`config.mk`:
```
export PLATFORM = sky130hd
export DESIGN_NAME = flag_int_unit
export DESIGN_NICKNAME = d
export VERILOG_FILES = /design/src/rtl/rat_pkg.sv /design/src/rtl/int_sync.sv /design/src/rtl/flag_int_unit.sv
export SDC_FILE = /design/constraint.sdc
export NUM_CORES = 1
export LEC_CHECK = 0
export CORE_AREA = 10 10 47 49
export CTS_CLUSTER_DIAMETER = 120
export DETAILED_ROUTE_END_ITERATION = 10
export DIE_AREA = 0 0 57 59
export PLACE_DENSITY_LB_ADDON = 0.12
export REMOVE_ABC_BUFFERS = 1
export SYNTH_ARGS = -nofsm -noshare
export SYNTH_HDL_FRONTEND = slang
export SYNTH_SLANG_ARGS = --single-unit
```
`constraint.sdc`:
```
create_clock -name CLK -period 1.2 [get_ports CLK]
set_input_delay 0.12 -clock CLK [delete_from_list [all_inputs] [get_ports CLK]]
set_output_delay 0.12 -clock CLK [all_outputs]
set_load 0.03 [all_outputs]
```
`src/rtl/rat_pkg.sv`:
```
// Shared types for the flag / interrupt unit: branch condition codes and
// the flag-load source select.
package rat_pkg;

  typedef enum logic [1:0] {
    BRCC = 2'b00,
    BRCS = 2'b01,
    BREQ = 2'b10,
    BRNE = 2'b11
  } br_cond_t;

  typedef enum logic {
    FLG_SRC_ALU  = 1'b0,
    FLG_SRC_SHAD = 1'b1
  } flg_src_t;

endpackage

```
`src/rtl/int_sync.sv`:
```
// Two-flop synchronizer plus a "previous" flop for rising-edge detection of
// an asynchronous interrupt request level.
module int_sync (
  input  logic CLK,
  input  logic RST_N,
  input  logic ASYNC_IN,
  output logic EDGE_OUT
);
  localparam int STAGES = 2;

  logic              sync1, sync2, prev;
  logic [STAGES:0]   vld_pipe;

  // vld_pipe[k] marks that stage k holds a post-reset sample; the edge is
  // only trusted once prev is real, so a level held high through reset
  // release cannot masquerade as a rising edge.
  always_ff @(posedge CLK) begin
    if (!RST_N) begin
      sync1    <= 1'b0;
      sync2    <= 1'b0;
      prev     <= 1'b0;
      vld_pipe <= '0;
    end else begin
      sync1    <= ASYNC_IN;
      sync2    <= sync1;
      prev     <= sync2;
      vld_pipe <= {vld_pipe[STAGES-1:0], 1'b1};
    end
  end

  assign EDGE_OUT = sync2 & ~prev & vld_pipe[STAGES];

endmodule

```
`src/rtl/flag_int_unit.sv`:
```
// Carry/zero/interrupt-enable flags with interrupt shadow save/restore,
// edge-triggered interrupt pending, and the conditional-branch decision.
module flag_int_unit
  import rat_pkg::*;
(
  input  logic       CLK,
  input  logic       RST_N,
  input  logic       C_IN,
  input  logic       Z_IN,
  input  logic       FLG_C_LD,
  input  logic       FLG_Z_LD,
  input  logic       FLG_LD_SEL,
  input  logic       FLG_C_SET,
  input  logic       FLG_C_CLR,
  input  logic       I_SET,
  input  logic       I_CLR,
  input  logic       INT_TAKEN,
  input  logic       INT_REQ,
  input  logic       BR_EN,
  input  logic [1:0] BR_COND,
  output logic       C_FLAG,
  output logic       Z_FLAG,
  output logic       I_FLAG,
  output logic       INT_OUT,
  output logic       BR_TAKE
);
  logic     shad_c, shad_z;
  logic     int_edge;
  logic     c_src, z_src;
  logic     br_hit;
  flg_src_t ld_src;

  assign ld_src = flg_src_t'(FLG_LD_SEL);
  assign c_src  = (ld_src == FLG_SRC_SHAD) ? shad_c : C_IN;
  assign z_src  = (ld_src == FLG_SRC_SHAD) ? shad_z : Z_IN;

  always_ff @(posedge CLK) begin
    if (!RST_N) begin
      C_FLAG <= 1'b0;
      Z_FLAG <= 1'b0;
    end else begin
      if (FLG_C_CLR)      C_FLAG <= 1'b0;
      else if (FLG_C_SET) C_FLAG <= 1'b1;
      else if (FLG_C_LD)  C_FLAG <= c_src;
      if (FLG_Z_LD)       Z_FLAG <= z_src;
    end
  end

  // Shadows read the registered flags, so a same-cycle load is not seen.
  always_ff @(posedge CLK) begin
    if (!RST_N) begin
      shad_c <= 1'b0;
      shad_z <= 1'b0;
    end else if (INT_TAKEN) begin
      shad_c <= C_FLAG;
      shad_z <= Z_FLAG;
    end
  end

  int_sync u_sync (
    .CLK      (CLK),
    .RST_N    (RST_N),
    .ASYNC_IN (INT_REQ),
    .EDGE_OUT (int_edge)
  );

  // Edges seen while disabled or during INT_TAKEN are dropped, not deferred.
  always_ff @(posedge CLK) begin
    if (!RST_N) begin
      I_FLAG  <= 1'b0;
      INT_OUT <= 1'b0;
    end else begin
      if (INT_TAKEN || I_CLR) I_FLAG <= 1'b0;
      else if (I_SET)         I_FLAG <= 1'b1;
      if (INT_TAKEN || I_CLR) INT_OUT <= 1'b0;
      else                    INT_OUT <= INT_OUT | (int_edge & I_FLAG);
    end
  end

  always_comb begin
    br_hit = 1'b0;
    case (br_cond_t'(BR_COND))
      BRCC:    br_hit = ~C_FLAG;
      BRCS:    br_hit =  C_FLAG;
      BREQ:    br_hit =  Z_FLAG;
      BRNE:    br_hit = ~Z_FLAG;
      default: br_hit = 1'b0;
    endcase
    BR_TAKE = BR_EN & br_hit;
  end

endmodule

```
Yosys cells after proc, flatten, opt, wreduce, memory -nomap -nowiden
Cells that the tools add are included.

RAM bits: 0. Latch bits: 0. Memories: 0. Register bits after elaboration: 12. Input port bits: 16. ROM bits: 0.

$lt $le $gt $ge: 0. $mul: 0. Divide/modulo/power cells: 0. Muxes and demuxes: 6. Shifts and indexed selects: 0. Reduce and logical (&&, ||, !) cells: 5. Add/sub/neg operators: 0. Equal/unequal tests: 3. Bitwise operators: 9.

Operators with widths (number): 1-bit two-way mux (5); 1-bit bitwise AND (4); 2-bit == test, second input constant (2); 1-bit NOT (4); 1-bit case mux with 4 select lines (1); 2-bit OR reduction (2); 2-bit by 1-bit == test with 1-bit output, second input constant (1); 2-bit logical NOT (1); 2-bit nonzero test (1); 1-bit logical OR (1); 1-bit OR (1).

Logic depth before layout (Yosys ltp)
Gate-level depths: netlist of the first run.

Depth after elaboration: 5. Depth in mapped cells: 3.

Hierarchy
A second synthesis of the first run with hierarchy kept.

Cells, all modules: 39. Area, all modules: 420.4 um^2.

Modules (own cells, without submodules): flag_int_unit (cells each 27, instances 1, area each 260.2 um^2, sequential area each 120.1 um^2); int_sync (cells each 12, instances 1, area each 160.2 um^2, sequential area each 120.1 um^2).

Least setup slack after synthesis of the first run
Ideal clock, no wire load.

Path type: register to output. Start: register C_FLAG. End: output port BR_TAKE. Cell stages (with the launch flop): 4. Required time: 1.080 ns. Data arrival time: 1.335 ns. Slack: -0.255 ns. Cell sequence: dfxtp_1 > nor2_1 > a21oi_1 > mux2i_1.

Word-level cells in the longest chain between the ends: 3.

Ends and longest elaborated chain: start, declared (RTL line flag_int_unit.sv:21) `output logic C_FLAG,`; start signal, assigned (RTL line flag_int_unit.sv:44) `else if (FLG_C_LD) C_FLAG <= c_src;`; 1-bit NOT (RTL line flag_int_unit.sv:83) `BRCC: br_hit = ~C_FLAG;`; 1-bit case mux with 4 select lines (*) (RTL line flag_int_unit.sv:82) `case (br_cond_t'(BR_COND))`; 1-bit bitwise AND (*) (RTL line flag_int_unit.sv:89) `BR_TAKE = BR_EN & br_hit;`; end, declared (RTL line flag_int_unit.sv:25) `output logic BR_TAKE`.

Mark *: on every way between the ends. The rest lies on a longest branch, timed or not.

Worst setup path in the final report of the first run
Same ends and word-level chain as after synthesis.

==> flow_metrics.tcl, run 1 <==
set metrics [dict create \
    critPathKind "flop to primary output" \
    relSlewSlack_pct 79.6 \
    violations "setup timing" \
    synth-warning-count 0 \
    hold_ws_ns 0.421 \
    io_pins 21 \
    clkLatencyLatePin_ns 0.27 \
    maxCapViolCount 0 \
    gp_congestion 0.612 \
    ys.flop_type "dfxtp_1" \
    grt_pass1_wl_um 1520 \
    tightest_slew_ns 0.305 \
    drc 0 \
    setup-violations-final 1 \
    synthArstFlopShare_pct 0 \
    synth_commonest_cells "dfxtp_1 (12), and2_1 (5), mux2i_1 (5), a21oi_1 (3), nor2_1 (3)" \
    synthToLayoutAreaGrowth_pct 62.2 \
    place_ws_ns -0.0802 \
    nFillCells 149 \
    ctsHtreeMaxLevel 1 \
    ys_ff_latch 12 \
    antenna_cells 0 \
    pwr-share-seq_pct 53.9 \
    final_area_um2 688 \
    dp_hpwl_um 747 \
    clkSlewWorstSetupHoldPaths_ns 0.07 \
    drt-initial-drc-count 2 \
    synth-xor-area-share_pct 0 \
    rows 14 \
    first_pass_iters 2 \
    layout-drive-gt1-share_pct 17.2 \
    yosys-mux-area-fraction_pct 11.8 \
    synth_fa_ha_area_share_pct 0 \
    hold_viol 0 \
    wl_um 909 \
    synth_edf_count 0 \
    die_y_um 59 \
    antenna_found_initial 0 \
    synth_area_leaders "dfxtp_1 (57%), mux2i_1 (12%), and2_1 (7.4%)" \
    cts-root-buf "clkbuf_4" \
    grt_usage_pct 5.82 \
    peakVddDrop_v 0.000806 \
    clock_sinks 12 \
    initial_core_util_pct 30.3 \
    grt_pass1_vias 363 \
    swShare_pct 22.4 \
    viasPerCell 4.34 \
    power_leakage_nw 0.295 \
    intPower_mw 0.608 \
    postCtsSetupRepairBufs 0 \
    ant_nets 0 \
    hold_path_class "input pin to flop" \
    final.min_clock_period_ns 1.24 \
    yosysTopAreaCell "dfxtp_1" \
    dieArea_mm2 0.00336 \
    vias 347 \
    synthesis.area_um2 424 \
    powerDensity_mw_per_mm2 1140 \
    synth_top_family_by_area "simple AND/OR/NAND/NOR gates" \
    power.clock.fraction_pct 29.8 \
    ys_seq_area_share_pct 56.6 \
    fin_total_pwr_mw 0.784 \
    synthSimpleGateAreaFrac_pct 19.5 \
    synth.avg_cell_area_um2 10.6 \
    postCtsHoldBufs 0 \
    fin_worst_skew_ns 0.00486 \
    synthDistinctLibCells 14 \
    p_switching_mw 0.176 \
    post-route-period-util_pct 103 \
    coreArea_mm2 0.00140 \
    arrival_ns 1.12 \
    synth_cells 40 \
    p_comb_share_pct 16.3 \
    setup_ws_ns -0.0377 \
    cp-end-kind "primary output" \
    outcome "complete, but fails checks" \
    post_drt_wl_per_cell_um 11.4 \
    maxSlewViolCount 0 \
    crit_path_start_kind "flop" \
    die_w_um 57 \
    path_max_fanout 2 \
    overflow 0 \
    cts_buffer_depth 2 \
    grt_max_degree 13 \
    required_ns 1.08 \
    fmax_mhz 808 \
    nets 82 \
    postPlaceCellArea_um2 657 \
    cts_buffers 3 \
    cts_tree "built" \
    synth_compound_area_share_pct 9.14 \
    rsz0062_at_grt "yes" \
    synth_most_common_cell "dfxtp_1" \
    io_buffers 20 \
    yosysTopAreaCellShare_pct 56.6 \
]
[worst max-delay path, cell delays in order, from the launching register on]
cell     delay, ns
dfxtp_2       0.33
nor2_2        0.04
a21oi_4       0.11
mux2i_1       0.19
buf_4         0.18
[layer usage]
metal  global-route usage (%)  wire length, um  vias to the layer above
met5                        0                0                        -
met3                     5.79              127                        2
met1                     5.79              377                      145
li1                         -                -                      185
met4                     2.01                9                        0
met2                     8.22              395                       15
[registers in the layout, summed over array words and instances, names as in the netlist]
register,count
u_sync.vld_pipe,3
C_FLAG,1
shad_c,1
u_sync.sync1,1
u_sync.prev,1
Z_FLAG,1
INT_OUT,1
u_sync.sync2,1
I_FLAG,1
shad_z,1
[what timing repair did]
item / CTS / global route
endpoints found under the setup margin: 4 / 3
pin swaps: 1 / 2
endpoints found under the hold margin: 0 / 0
gates resized for setup: 7 / 5
[cells by family after synthesis]
group	Yosys count
mux	5
compound gates	6
simple gates	14
buf+inv	3
flops	12
[cell type report]
| class | count | area, um^2 | area share, % |
|---|---|---|---|
| inverters | 2 | 7.51 | 1.09 |
| flip-flops and latches | 12 | 245 | 35.6 |
| multi-input cells | 25 | 185 | 26.9 |
| repair buffers | 22 | 208 | 30.2 |
| clock buffers | 3 | 22.5 | 3.27 |
| well taps | 16 | 20.0 | 2.91 |
[worst paths after layout]
path	slack [ns]	to	start	cells past startpoint
max	-0.04	BR_TAKE	C_FLAG	4
min	0.42	Z_FLAG	FLG_Z_LD	2
max reg2reg	0.31	C_FLAG	C_FLAG	4
min reg2reg	0.43	u_sync.sync2	u_sync.sync1	1
[metrics by stage]
step / util (%) / TNS (ns) / instances
finish: 49.1 / -0.0377 / 80
floorplan: - / -0.255 / 39
CTS: 48.0 / -0.0681 / 80
detailed placement: 46.9 / -0.0988 / 78
global placement: 46.9 / -0.0971 / 78
global route: 49.1 / -0.103 / 80
[power groups by stage]
stage	clock network [mW]	logic, mW	registers [mW]
3_5_place_dp	0	0.131	0.430
3_3_place_gp	0	0.131	0.430
6_report	0.234	0.127	0.423
5_1_grt	0.276	0.139	0.425
2_1_floorplan	0	0.0358	0.440
4_1_cts	0.246	0.125	0.423
[cell usage in the layout, fill, tap and decap left out, drive strengths merged]
| master | instances |
|---|---|
| dfxtp | 12 |
| clkdlybuf4s15 | 2 |
| dlygate4sd2 | 2 |
| o21ai | 1 |
| clkdlybuf4s50 | 14 |
| a21oi | 3 |
| nor4b | 2 |
| nor2b | 2 |
| buf | 4 |
| a41oi | 1 |
| nor2 | 3 |
| o211a | 1 |
| and2 | 5 |
| nand2b | 1 |
| mux2i | 5 |
| nand2 | 1 |
| clkbuf | 3 |
| inv | 2 |
No activity file was read; power rests on OpenSTA's default activity.
==> inputs of run 2 (changes only) <==
--- a/config.mk
+++ b/config.mk
@@ -5,12 +5,15 @@
 export SDC_FILE = /design/constraint.sdc
 export NUM_CORES = 1
 export LEC_CHECK = 0
+export CAP_MARGIN = 0
 export CORE_AREA = 10 10 47 49
 export CTS_CLUSTER_DIAMETER = 120
 export DETAILED_ROUTE_END_ITERATION = 10
 export DIE_AREA = 0 0 57 59
+export GPL_TIMING_DRIVEN = 0
 export PLACE_DENSITY_LB_ADDON = 0.12
 export REMOVE_ABC_BUFFERS = 1
+export SKIP_LAST_GASP = 1
 export SYNTH_ARGS = -nofsm -noshare
 export SYNTH_HDL_FRONTEND = slang
 export SYNTH_SLANG_ARGS = --single-unit
==> run 2 against run 1 <==
  * The run still ends with setup timing left
  * Total power grew 8.6%
  * Sequential power is essentially flat
  * Flip-flop and latch count is the same
  * Non-clock buffer count shrank 2
  * Critical path depth grew 1
  * Design area shrank 2.9%
  * Hold slack gained 0.0093 ns
  * Setup slack lost 0.068 ns
  * Critical path type is now input pin to primary output
==> flow_metrics.tcl, run 2 (synthesized netlist as in run 1, its figures left out) <==
set metrics [dict create \
    swShare_pct 21.3 \
    final.min_clock_period_ns 1.31 \
    gp_congestion 0.621 \
    cts_buffer_depth 2 \
    tightest_slew_ns 0.334 \
    intPower_mw 0.670 \
    hold_path_class "flop to flop" \
    postCtsHoldBufs 0 \
    drt-initial-drc-count 0 \
    place_ws_ns -0.616 \
    coreArea_mm2 0.00140 \
    dp_hpwl_um 746 \
    nets 80 \
    clkLatencyLatePin_ns 0.27 \
    post_drt_wl_per_cell_um 11.8 \
    rows 14 \
    initial_core_util_pct 30.3 \
    viasPerCell 4.35 \
    violations "setup timing" \
    clkSlewWorstSetupHoldPaths_ns 0.07 \
    fmax_mhz 766 \
    overflow 0 \
    final_cell_mix "clkdlybuf4s50_1 (15), dfxtp_1 (11), mux2i_1 (5), and2_1 (5), clkbuf_4 (3)" \
    hold_viol 0 \
    die_w_um 57 \
    outcome "complete, but fails checks" \
    ctsHtreeMaxLevel 1 \
    wl_um 934 \
    largest_register_ff_count 3 \
    cp-end-kind "primary output" \
    grt_pass1_wl_um 1570 \
    setup-violations-final 1 \
    power_leakage_nw 0.290 \
    dieArea_mm2 0.00336 \
    rsz0062_at_grt "yes" \
    p_switching_mw 0.181 \
    clock_sinks 12 \
    p_comb_share_pct 14.0 \
    maxCapViolCount 0 \
    pwr-share-seq_pct 49.8 \
    antenna_found_initial 0 \
    relSlewSlack_pct 77.6 \
    path_max_fanout 2 \
    die_y_um 59 \
    grt_pass1_vias 374 \
    vias 344 \
    ant_nets 0 \
    grt_max_degree 13 \
    fin_worst_skew_ns 0.00460 \
    first_pass_iters 1 \
    arrival_ns 1.19 \
    maxSlewViolCount 0 \
    cts_buffers 3 \
    peakVddDrop_v 0.000954 \
    synthToLayoutAreaGrowth_pct 57.5 \
    layout-drive-gt1-share_pct 15.9 \
    crit_path_start_kind "input pin" \
    power.clock.fraction_pct 36.3 \
    cts-root-buf "clkbuf_4" \
    nFillCells 150 \
    final_common_cell "clkdlybuf4s50_1" \
    largest_register "u_sync.vld_pipe" \
    drc 0 \
    setup_ws_ns -0.105 \
    postCtsSetupRepairBufs 0 \
    io_buffers 20 \
    cts_tree "built" \
    io_pins 21 \
    required_ns 1.08 \
    fin_total_pwr_mw 0.851 \
    antenna_cells 0 \
    grt_usage_pct 5.86 \
    powerDensity_mw_per_mm2 1270 \
    post-route-period-util_pct 109 \
    critPathKind "input pin to primary output" \
]
[run 2: repair_timing]
action | in CTS | in global routing
setup endpoints to repair | 5 | 4
pin swaps | 0 | 1
gates resized for setup | 9 | 9
[run 2: worst paths after layout]
check	start	end	slack, ns	cells after the start
hold reg to reg	u_sync.vld_pipe[1]	u_sync.vld_pipe[2]	0.43	1
setup / recovery	BR_COND[1]	BR_TAKE	-0.11	5
hold / removal	u_sync.vld_pipe[1]	u_sync.vld_pipe[2]	0.43	1
setup reg to reg	shad_c	C_FLAG	0.37	3
[run 2: power by group through the flow]
| stage | clock [mW] | sequential [mW] | combinational (mW) |
|---|---|---|---|
| after floorplan | 0 | 0.440 | 0.0358 |
| after global placement | 0 | 0.432 | 0.122 |
| after detailed placement | 0 | 0.432 | 0.123 |
| after CTS | 0.319 | 0.423 | 0.117 |
| after global routing | 0.357 | 0.426 | 0.128 |
| final | 0.309 | 0.424 | 0.119 |
[run 2: area by class of cell]
type	instances	area [um^2]	area share [%]
Clock buffer	4	36.3	5.43
Inverter	2	7.51	1.12
Multi-Input combinational cell	25	178	26.6
Sequential cell	12	241	36.1
Tap cell	16	20.0	3.00
Timing Repair Buffer	20	185	27.7
[run 2: per-layer routing]
metal	vias to the layer above	global-route usage (%)	wire [um]
li1	181	-	-
met1	147	5.54	403
met2	16	9.15	406
met3	0	5.79	123
met4	0	1.01	0
met5	-	0	0
[run 2: metrics by stage]
stage	cell area (um^2)	TNS, ns	hold slack [ns]	std cells	utilization, %
after global placement	639	-0.650	0.414	75	45.6
after detailed placement	639	-0.668	0.419	75	45.6
after global routing	668	-0.188	0.414	79	47.7
after floorplan	419	-0.255	0.148	39	-
final	668	-0.105	0.431	79	47.7
after CTS	666	-0.202	0.427	79	47.5
[run 2: critical path, stage by stage]
cell and delay, ns:
clkdlybuf4s50_1 0.51, nor2_2 0.06, a21oi_2 0.12, mux2i_1 0.20, buf_4 0.18
==> variant 1 (flow settings as in run 1) <==
Add an input register stage for `FLG_Z_LD`, without a reset; this delays it by one clock. The other inputs are not delayed to match.
--- a/src/rtl/flag_int_unit.sv
+++ b/src/rtl/flag_int_unit.sv
@@ -25,4 +25,11 @@
   output logic       BR_TAKE
 );
+
+  logic FLG_Z_LD_q;
+
+  always_ff @(posedge CLK) begin
+    FLG_Z_LD_q <= FLG_Z_LD;
+  end
+
   logic     shad_c, shad_z;
   logic     int_edge;
@@ -43,5 +50,5 @@
       else if (FLG_C_SET) C_FLAG <= 1'b1;
       else if (FLG_C_LD)  C_FLAG <= c_src;
-      if (FLG_Z_LD)       Z_FLAG <= z_src;
+      if (FLG_Z_LD_q)       Z_FLAG <= z_src;
     end
   end
Formal check against the unedited RTL: not equivalent (Yosys sat finds a counterexample within 4 cycles, from zero or initial values and one cycle with RST_N low).
==> variant 1 against run 1 <==
The run still ends with setup timing left. Sequential cell count is 1 higher. Sequential share of layout area is 1.7 points higher. Die area unchanged. Area after synthesis is 4.7% higher. Worst setup slack gained 0.013 ns. Global-route usage barely moved. Largest power group unchanged. Final area increased by 2.4%. Final cell count grew 3.8%. Non-clock buffer count up 1. First-iteration DRC count rose by 50%. Power up 8.2%. Critical endpoint unchanged. Critical path type unchanged. Routed wire length up 0.88%.
==> variant 1: results (changes against run 1) <==
| Metric | Value |
|---|---|
| Status | finished, violations left |
| Failing checks | setup timing |
| Mux cell area share after synthesis | 11.3% (-0.53 points) |
| End of the worst hold path | FLG_Z_LD_q$_DFF_P_ |
| Sequential power share | 54.0% (about the same) |
| Iter 0 DRT Violations | 3 (+1) |
| Post-synth top cells | dfxtp_1 (13), and2_1 (5), mux2i_1 (5) |
| Setup tns final | -0.0250 ns (+0.0127 ns) |
| Drt pass-1 iters | 4 (+2) |
| Nets | 84 (+2.4%) |
| Synth area leaders | dfxtp_1 (59%), mux2i_1 (11%), and2_1 (7.0%) |
| Worst Slack Setup Final | -0.0250 ns (+0.0127 ns) |
| Seq pwr | 458 uW (+8.3%) |
| Sw Pwr | 192 uW (+9.0%) |
| Endpoints failing setup | 1 (unchanged) |
| Slew margin rel. | 79.4% (-0.17 points) |
| Avg Cell Area, Syn | 10.8 um2 (+2.2%) |
| FF-to-FF End | Z_FLAG$_SDFFE_PN0P_ |
| Worst r2r src | Z_FLAG$_SDFFE_PN0P_ |
| CP max FO | 4 (+2) |
| Hold path depth | 1 (-1) |
| Final Skew | 0.00523 ns (+0.000365 ns) |
| Final HPWL DP | 748 um (+0.12%) |
| Mean routed wirelength per cell | 11.0 um (-2.8%) |
| VDD IR max | 0.859 mV (+6.5%) |
| Layout cell share with drive strength beyond 1 | 19.4% (+2.2 points) |
| Sequential-to-total area share from yosys stat | 58.6% (+2.0 points) |
| Final WL | 917 um (+0.88%) |
| Fin Hold WS | 0.281 ns (-0.140 ns) |
| Synth Area in Compound Gates | 8.73% (-0.41 points) |
| Area after DPL | 672 um2 (+2.3%) |
| RePlAce Congestion | 0.596 (-2.6%) |
| Total global-route track usage | 5.82% (about the same) |
[variant 1: cell count changes in the layout (fill, tap and decap cells not counted), sizes merged]
| cell | change |
|---|---|
| clkbuf | +3 |
| clkdlybuf4s15 | -2 |
| o21ai | +1 |
| dlymetal6s2s | +1 |
| a21oi | -1 |
| nand2 | +1 |
| dfxtp | +1 |
| nor2 | -1 |
[variant 1: what timing repair did]
action / 4_1_cts / 5_1_grt
pin swaps: 1 / 0
hold buffers: 0 / 0
buffers inserted: 1 / 1
gates resized for setup: 8 / 6
hold endpoints to repair: 0 / 0
gates cloned: 0 / 0
endpoints found under the setup margin: 5 / 3
[variant 1: metal layers]
metal	GRT usage, %	vias up	routed length, um
li1	-	191	-
met1	5.78	150	387
met2	8.37	16	404
met3	4.94	3	106
met4	3.02	0	19
met5	0	-	0
[variant 1: cell type report]
class	count	area (um2)
clock buffers	4	26.3
fillers	156	697
inverters	2	7.51
multi-input cells	25	178
flip-flops and latches	13	263
well taps	16	20.0
repair buffers	23	210
==> variant 2 (settings of run 1) <==
Without the edit above. Set the localparam `STAGES` of `int_sync` to 4 (it was 2).
--- a/src/rtl/int_sync.sv
+++ b/src/rtl/int_sync.sv
@@ -7,5 +7,5 @@
   output logic EDGE_OUT
 );
-  localparam int STAGES = 2;
+  localparam int STAGES = 4;
 
   logic              sync1, sync2, prev;
Check against the original RTL: not equivalent (Yosys sat finds a counterexample within 10 cycles, from zero or initial values and one cycle with RST_N low).
==> variant 2 against run 1 <==
The run still ends with setup timing left. Final area rose by 5.6%. Critical path depth rose by 1. Sequential cell count rose by 2. Synthesized cell count rose by 10%. Routed wire length rose by 7.2%. Final cell count rose by 6.3%. Worst setup slack improved by 0.0038 ns. Power rose by 11%. Area after synthesis rose by 12%.
==> variant 2: results (changes against run 1) <==
| Metric | Value |
|---|---|
| Failing checks | setup timing |
| Drt via density | 4.40 (+1.4%) |
| Pint | 677 uW (+11%) |
| Final cell count without fillers | 85 (+6.3%) |
| Largest stage delay, worst path | 0.50 ns (+0.17 ns) |
| VDD IR max | 1.07 mV (+33%) |
| Total global-route track usage | 5.83% (about the same) |
| Setup tns final | -0.0340 ns (+0.00376 ns) |
| Placement Setup Slack | -0.0400 ns (+0.0401 ns) |
| Post-CTS Setup Bufs | 1 (+1) |
| Largest net degree at the start of global routing | 15 (+2) |
| Post-cts resize count | 6 (-1) |
| Layout cell share with drive strength beyond 1 | 15.9% (-1.2 points) |
| Nets | 87 (+6.1%) |
| Dpl cells | 82 (+5.1%) |
| Clock share of power | 28.9% (-0.9 points) |
| Area after DPL | 712 um2 (+8.4%) |
| Iter 0 DRT Violations | 4 (+2) |
| Post-synth top cells | dfxtp_1 (14), and2_1 (7), mux2i_1 (5) |
| RePlAce Congestion | 0.650 (+6.1%) |
| Vias in the first global route | 361 (-0.55%) |
| Family with the most delay on the worst path | buffers and inverters |
| Reg-to-reg slack, setup | 0.29 ns (-0.02 ns) |
| Max FFs per register | 5 (+2) |
| Final Skew | 0.00587 ns (+0.00101 ns) |
| Sequential-to-total area share from yosys stat | 58.8% (+2.2 points) |
| Final HPWL DP | 785 um (+5.1%) |
| Critical path origin | BR_COND[1] |
| Endpoints failing setup | 1 (unchanged) |
| Status | finished, violations left |
| Crit-path slowest cell | clkdlybuf4s50_1 |
| Avg Cell Area, Syn | 10.8 um2 (+2.2%) |
| Wire length of the first global-routing pass | 1530 um (+0.46%) |
| Worst Slack Setup Final | -0.0340 ns (+0.00376 ns) |
## variant 2: cell types whose count changed in the layout (fill, tap and decap cells not counted), moves of 2 or more
cell             delta
and2_1              +2
clkdlybuf4s15_1     -2
dfxtp_1             +3
clkbuf_2            +2
## variant 2: area by class of cell
type | count | area, um2 | share of cell area, %
inverters | 2 | 7.51 | 1.03
repair buffers | 23 | 208 | 28.6
well taps | 16 | 20.0 | 2.75
flip-flops and latches | 14 | 282 | 38.7
clock buffers | 3 | 22.5 | 3.10
multi-input cells | 27 | 188 | 25.8
## variant 2: routing by layer
layer  routed length [um]  global-route usage [%]  vias to the layer above
met4                   12                    2.01                        0
met1                  444                    5.93                      158
met5                    0                       0                        -
met3                  110                    5.58                        2
li1                     -                       -                      198
met2                  408                    8.22                       16
## variant 2: worst min-delay path by stage
| stage | end | slack, ns | cells past startpoint |
|---|---|---|---|
| 4_1_cts | Z_FLAG$_SDFFE_PN0P_ | 0.41 | 2 |
| 3_3_place_gp | u_sync.vld_pipe[2]$_SDFF_PN0_ | 0.41 | 1 |
| 5_1_grt | u_sync.sync1$_SDFF_PN0_ | 0.42 | 2 |
| 2_1_floorplan | u_sync.vld_pipe[0]$_DFF_P_ | 0.15 | 0 |
| 6_report | Z_FLAG$_SDFFE_PN0P_ | 0.41 | 2 |
| 3_5_place_dp | u_sync.vld_pipe[2]$_SDFF_PN0_ | 0.42 | 1 |
## variant 2: stage by stage
step,utilization [%],power (uW)
2_1_floorplan,-,545
3_3_place_gp,50.8,631
3_5_place_dp,50.8,632
4_1_cts,52.1,883
5_1_grt,51.9,914
6_report,51.9,869
## variant 2: logic make-up after synthesis
kind of cell	share of synthesized area (%)
mux	10.5
buf+inv	2.62
compound gates	8.14
simple gates	19.9
flops	58.8
